### src/rtl/uart_rx.sv
// UART receiver, 8N1 by default; UART_RX_PARITY_EN adds a parity bit.
// Two-flop synchroniser, mid-bit sampling, false-start rejection.
module uart_rx #(
  parameter int CLKS_PER_BIT = 217,
  parameter bit PARITY_ODD   = 1'b0
) (
  input  logic       clk,
  input  logic       rst_n,
  input  logic       rx_in,
  output logic [7:0] rx_byte,
  output logic       rx_valid,
  output logic       rx_busy,
  output logic       rx_frame_err,
  output logic       rx_parity_err
);

  localparam int CW = $clog2(CLKS_PER_BIT);
  localparam logic [CW-1:0] LAST = CW'(CLKS_PER_BIT - 1);
  localparam logic [CW-1:0] HALF_M1 = CW'(CLKS_PER_BIT / 2 - 1);

  typedef enum logic [2:0] {
    S_IDLE,
    S_START,
    S_DATA,
    S_PAR,
    S_STOP,
    S_BRK
  } state_e;

  state_e      state_q;
  logic          meta_q;
  logic          sync_q;
  logic [CW-1:0] cnt_q;
  logic [2:0]    idx_q;
  logic [7:0]    shift_q;
  logic [7:0]    byte_q;
  logic          valid_q;
  logic          busy_q;
  logic          ferr_q;

`ifdef UART_RX_PARITY_EN
  logic par_ok_q;
  logic perr_q;
  assign rx_parity_err = perr_q;
`else
  localparam logic par_ok_q = 1'b1;
  logic unused_par;
  assign unused_par = PARITY_ODD;
  assign rx_parity_err = 1'b0;
`endif

  assign rx_byte      = byte_q;
  assign rx_valid     = valid_q;
  assign rx_busy      = busy_q;
  assign rx_frame_err = ferr_q;

  always_ff @(posedge clk or negedge rst_n) begin
    if (!rst_n) begin
      state_q  <= S_IDLE;
      meta_q   <= 1'b1;
      sync_q   <= 1'b1;
      cnt_q    <= '0;
      idx_q    <= '0;
      shift_q  <= '0;
      byte_q   <= '0;
      valid_q  <= 1'b0;
      busy_q   <= 1'b0;
      ferr_q   <= 1'b0;
`ifdef UART_RX_PARITY_EN
      par_ok_q <= 1'b1;
      perr_q   <= 1'b0;
`endif
    end else begin
      meta_q  <= rx_in;
      sync_q  <= meta_q;
      valid_q <= 1'b0;
      ferr_q  <= 1'b0;
`ifdef UART_RX_PARITY_EN
      perr_q  <= 1'b0;
`endif
      unique case (state_q)
        S_IDLE: begin
          cnt_q <= '0;
          if (!sync_q) begin
            state_q <= S_START;
            busy_q  <= 1'b1;
          end
        end
        S_START: begin
          if (cnt_q == HALF_M1) begin
            cnt_q <= '0;
            if (!sync_q) begin
              state_q <= S_DATA;
              idx_q   <= '0;
            end else begin
              // line went back high: glitch, not a start bit
              state_q <= S_IDLE;
              busy_q  <= 1'b0;
            end
          end else begin
            cnt_q <= cnt_q + 1'b1;
          end
        end
        S_DATA: begin
          if (cnt_q == LAST) begin
            cnt_q   <= '0;
            shift_q <= {sync_q, shift_q[7:1]};
            if (idx_q == 3'd7) begin
`ifdef UART_RX_PARITY_EN
              state_q <= S_PAR;
`else
              state_q <= S_STOP;
`endif
            end else begin
              idx_q <= idx_q + 1'b1;
            end
          end else begin
            cnt_q <= cnt_q + 1'b1;
          end
        end
`ifdef UART_RX_PARITY_EN
        S_PAR: begin
          if (cnt_q == LAST) begin
            cnt_q    <= '0;
            par_ok_q <= (sync_q == (^shift_q ^ PARITY_ODD));
            state_q  <= S_STOP;
          end else begin
            cnt_q <= cnt_q + 1'b1;
          end
        end
`endif
        S_STOP: begin
          if (cnt_q == LAST) begin
            cnt_q <= '0;
            if (sync_q) begin
              state_q <= S_IDLE;
              busy_q  <= 1'b0;
              if (par_ok_q) begin
                byte_q  <= shift_q;
                valid_q <= 1'b1;
              end else begin
`ifdef UART_RX_PARITY_EN
                perr_q  <= 1'b1;
`endif
              end
            end else begin
              ferr_q  <= 1'b1;
              state_q <= S_BRK;
            end
          end else begin
            cnt_q <= cnt_q + 1'b1;
          end
        end
        S_BRK: begin
          cnt_q <= '0;
          if (sync_q) begin
            state_q <= S_IDLE;
            busy_q  <= 1'b0;
          end
        end
        default: begin
          state_q <= S_IDLE;
          busy_q  <= 1'b0;
          cnt_q   <= '0;
        end
      endcase
    end
  end

endmodule

### config.mk
export PLATFORM = sky130hd
export DESIGN_NAME = uart_rx
export DESIGN_NICKNAME = d
export VERILOG_FILES = /design/src/rtl/uart_rx.sv
export SDC_FILE = /design/constraint.sdc
export NUM_CORES = 1
export LEC_CHECK = 0
export BUFFER_PORTS_ARGS = -buffer_cell sky130_fd_sc_hd__clkbuf_2
export CORE_MARGIN = 8
export CORE_UTILIZATION = 45
export DETAILED_ROUTE_END_ITERATION = 10
export MAX_ROUTING_LAYER = met4
export PLACE_DENSITY_LB_ADDON = 0.1
export SYNTH_ARGS = -nofsm -noshare
export SYNTH_HDL_FRONTEND = slang
export SYNTH_SLANG_ARGS = --single-unit
### constraint.sdc
create_clock -name clk -period 2.18 [get_ports clk]
set_input_delay 0.436 -clock clk [delete_from_list [all_inputs] [get_ports clk]]
set_output_delay 0.436 -clock clk [all_outputs]
set_load 0.02 [all_outputs]
* Word-level counts from Yosys, hierarchy flattened
Index checks and enable logic that the tools add are counted.
** Storage, ports and cells
- Flip-flop bits (word level) :: 35
- Logic and storage cells :: 64
** Operators by class
- Bitwise gates (word level) :: 1
- $add $sub $neg :: 2
- Eq/ne operators :: 15
- Reduce and logical (&&, ||, !) cells :: 8
- Mux-type cells :: 28
** Operator list (count)
- two-way mux 3 bit :: 11
- two-way mux 8 bit :: 2
- != test 2 bit (second input constant) :: 8
- case mux 8 bit (2 select lines) :: 1
- case mux 3 bit (5 select lines) :: 1
- two-way mux 1 bit :: 10
- == test 3 bit (second input constant) :: 3
- adder 8 x 1 -> 8 bit (second input constant) :: 1
- == test 8 x 7 -> 1 bit (second input constant) :: 1
- == test 8 bit (second input constant) :: 1
- case mux 3 bit (2 select lines) :: 1
- AND reduction 6 bit :: 1
- case mux 1 bit (5 select lines) :: 1
- AND reduction 5 bit :: 1
- AND reduction 4 bit :: 1
- adder 3 x 1 -> 3 bit (second input constant) :: 1
- == test 3 x 1 -> 1 bit (second input constant) :: 1
- == test 3 x 2 -> 1 bit (second input constant) :: 1
- zero test 3 bit :: 1
- AND reduction 3 bit :: 1
- two-way mux 2 bit :: 1
- AND reduction 2 bit :: 1
- nonzero test 2 bit :: 1
- OR reduction 2 bit :: 1
- inverter 1 bit :: 1

* Longest topological paths before layout
- Word-level depth :: 4
- Gate-level depth with buffers :: 6
- Depth with buffers taken out :: 6

* Least setup slack after synthesis
OpenSTA, ideal clock, no wires.
- Path type :: flip-flop to flip-flop
- Start :: reg cnt_q[0]
- End :: reg byte_q[0] (netlist: rx_byte[0])
- Arrival :: 1.776 ns
- Clock period less this slack :: 1.901 ns
- Slack :: 0.279 ns
- Cell stages (with the launch flop) :: 7
- Cell sequence :: dfrtp_1 > inv_1 > ha_1 > and4b_1 > nand2_4 > nor4b_4 > mux2_2
** Between the ends
- Longest elaborated chain between the ends :: 2
** Ends and longest elaborated chain
- start: declaration :: line 33 : logic [CW-1:0] cnt_q;
- start signal: assignment :: line 101 : cnt_q <= cnt_q + 1'b1;
- start signal: assignment :: line 118 : cnt_q <= cnt_q + 1'b1;
- start signal: assignment :: line 151 : cnt_q <= cnt_q + 1'b1;
- == test 8 bit :: line 133 : if (cnt_q == LAST) begin
- AND reduction 3 bit (no line)
- end signal: assignment :: line 139 : byte_q <= shift_q;
- end: declaration :: line 36 : logic [7:0] byte_q;
No other way between the ends.
A chain may end at the register's enable or synchronous reset.

* Worst setup path after layout
- Start :: reg cnt_q[0]
- End :: reg byte_q[6] (netlist: rx_byte[6])
The elaborated chain is that of the path after synthesis.

==> flow_summary.ini <==
[power]
p_seq_frac = 0.650
power.share.switching = 0.221
p_sw_uw = 222
power_density_nw_per_um2 = 567
ir_drop_v = 0.000364
power.leakage_uw = 0.000863
clkPwrFrac = 0.330
p_comb_frac = 0.019
power.total_uw = 1010
p_int_uw = 784

[layout]
drive_above_1_share = 0.320
insertedDiodeCount = 0
seq_area_um2 = 878
nets = 159
fillers = 312
areaGrowthSynthToFinish_pct = 12.7
multi_input_area_um2 = 651

[synth]
synth_top_area_share = 0.524
synthTopCellsByArea = dfrtp_1 52%, mux2_2 11%, nor2_1 3.6%
synth-xor-area-share = 0.0334
synth_warnings = 0
synth_top_family_by_area = simple AND/OR/NAND/NOR gates
syn_avg_cell_area_um2 = 12.1
synth_fa_ha_area_frac = 0.0318
synth_mux_area_frac = 0.122
syn_area_um2 = 1580
synth-compound-area-share = 0.0794
yosys.area_share.simple = 0.145
netlist_instances = 130
synth_seq_cells = 35
synth_flop_cell = dfrtp_1
yosys.area.top_type = dfrtp_1
async_flop_share = 1.00
syn_nets = 137
yosysSeqAreaShare = 0.558
yosysUniqueCellTypes = 39
synth_edf_count = 0

[timing]
finalCritPeriodShare = 0.903
hold_viol = 0
rsz0062_at_grt = false
worst_clock_skew_ns = 0.0160
drv_slew = 0
worst_hold_slack_ns = 0.108
min_period_ns = 1.97
fin_setup_tns_ns = 0
fmax_mhz = 508
setup_viol = 0

[setup_path]
crit_slowest_cell = dfrtp_1
critPathMaxFanout = 9
r2r_setup_slack_ns = 0.21
worst-path-buf-inv = 2
reg2reg_depth = 7
reg2reg_to = rx_byte[6]
reg2reg_from = cnt_q[0]
start_kind = flip-flop
cp_cell_sequence = inv_1, ha_1, and4b_1, nand2_4, nor4b_4, buf_4, mux2_2
max_stage_delay_ns = 0.43
critPathCaptureType = flip-flop
cp_top_family = simple AND/OR/NAND/NOR gates
crit_arrival_ns = 2.18
worst_ep_required_time_ns = 2.40
worst-path-stages = 7
critical_path_class = reg2reg

[clocking]
postCtsSetupBuffers = 0
cts_buffers = 5
clockBufferDepth = 2
cts.clk_slew.worst_paths_ns = 0.11
cts_root_buf = clkbuf_4
cts-hold-fix-buffers = 0
cts-resized-gates = 0
clk-insertion-delay-late_ns = 0.34
htree_num_levels = 2
clock-sinks = 35
cts_tree = yes

[floorplanning]
rows = 21
coreArea_um2 = 3360
initial_utilization = 0.468
fp.dieW_um = 75.2
num_io_pins = 15
die_area_um2 = 5650
die_h_um = 75.2

[route]
vias = 1021
drcViolationCount = 0
wire_per_inst_um = 14.4
first_iter_violations = 125
viasPerCell = 5.13
dr.pass1.iters = 2
ant_nets = 0
finalWirelength_mm = 2.87

[grt]
grt_antenna_before_repair = 0
grt_pass1_wl_mm = 4.93
grt_start_max_net_pins = 36
grt-ovfl-total = 0
grt_pass1_vias = 1041
grt_use_total = 0.121

[place]
gp_congestion = 0.862
io_buffer_count = 13
dpl.hpwl_mm = 1.91

[job]
cap_violations = 0

[outcome]
status = complete, no violations

[worst_hold_path]
hp-class = in2async
[sequential cells by signal, indices dropped and copies added, names as in the netlist]
signal and cells:
meta_q 1, state_q 3, shift_q 8, rx_frame_err 1, idx_q 3, sync_q 1, cnt_q 8, rx_valid 1
rx_byte 8, rx_busy 1
[power by group through the flow]
stage	logic [uW]	registers, uW	clock network, uW
final	19.5	654	332
after global routing	23.3	655	390
after CTS	21.0	654	355
after detailed placement	20.9	667	0
after global placement	20.2	667	0
after floorplan	5.80	666	0
[metal layers]
layer / share of wire / global-route usage / vias to the layer above
met2: 0.46 / 0.171 / 15
li1: - / - / 499
met3: 0.038 / 0.0439 / 7
met4: 0.024 / 0.0597 / 0
met1: 0.48 / 0.148 / 500
met5: 0 / - / -
[cell usage after synthesis (all sizes together) (2+ instances only)]
library cell,number
nor2,16
dfrtp,33
mux2,17
xor2,2
a221o,2
clkbuf,2
nor3,3
buf,3
a22o,2
a21oi,4
ha,4
o21ai,2
nand2b,2
inv,5
nand3,3
dfstp,2
xnor2,4
nand2,7
[layout make-up]
| cell class | count | area share |
|---|---|---|
| Sequential cell | 35 | 0.495 |
| Tap cell | 46 | 0.0324 |
| Timing Repair Buffer | 20 | 0.0662 |
| Multi-Input combinational cell | 85 | 0.366 |
| Clock buffer | 7 | 0.0254 |
| Inverter | 5 | 0.0106 |
| Clock inverter | 1 | 0.00423 |
[stage by stage]
| stage | instances | util | setup WS [ns] | instance area [um^2] |
|---|---|---|---|---|
| final | 199 | 0.528 | 0.212 | 1780 |
| after global routing | 199 | 0.528 | 0.107 | 1780 |
| after CTS | 199 | 0.528 | 0.191 | 1780 |
| after detailed placement | 191 | 0.512 | 0.238 | 1720 |
| after global placement | 191 | 0.512 | 0.299 | 1720 |
| after floorplan | 130 | - | 0.279 | 1580 |
[worst register-to-register path, cell delays in order, from the launching register on]
cell and delay, ns:
dfrtp_1 0.43, inv_1 0.08, ha_1 0.14, and4b_1 0.28
nand2_4 0.11, nor4b_4 0.26, buf_4 0.22, mux2_2 0.35
[how the worst max path moves through the flow]
stage / from / end
2_1_floorplan: cnt_q[0] / rx_byte[0]
3_3_place_gp: cnt_q[0] / rx_byte[6]
3_5_place_dp: cnt_q[0] / rx_byte[2]
4_1_cts: cnt_q[0] / rx_byte[6]
5_1_grt: cnt_q[0] / rx_byte[6]
6_report: cnt_q[0] / rx_byte[6]
[placed cells by master, fill, tap and decap left out, types with 2 or more instances in the layout]
cell and count:
dfrtp_1 33, nand2_1 6, nor3_1 3, clkbuf_4 5, xnor2_1 4, nand2b_1 2
nor2_1 15, ha_1 4, a22o_1 2, o21ai_0 2, xor2_1 2, nand3_1 3
a21oi_1 4, clkbuf_2 13, clkbuf_1 2, inv_1 5, mux2_2 16, dfstp_2 2
buf_4 7, a221o_1 2
[cell families after synthesis]
| group | Yosys count |
|---|---|
| simple gates | 40 |
| flops | 35 |
| compound gates | 17 |
| mux | 17 |
| buf+inv | 10 |
| xor+xnor | 6 |
| fa+ha+maj | 4 |
| other cells | 1 |
No activity file was read; power rests on OpenSTA's default activity.
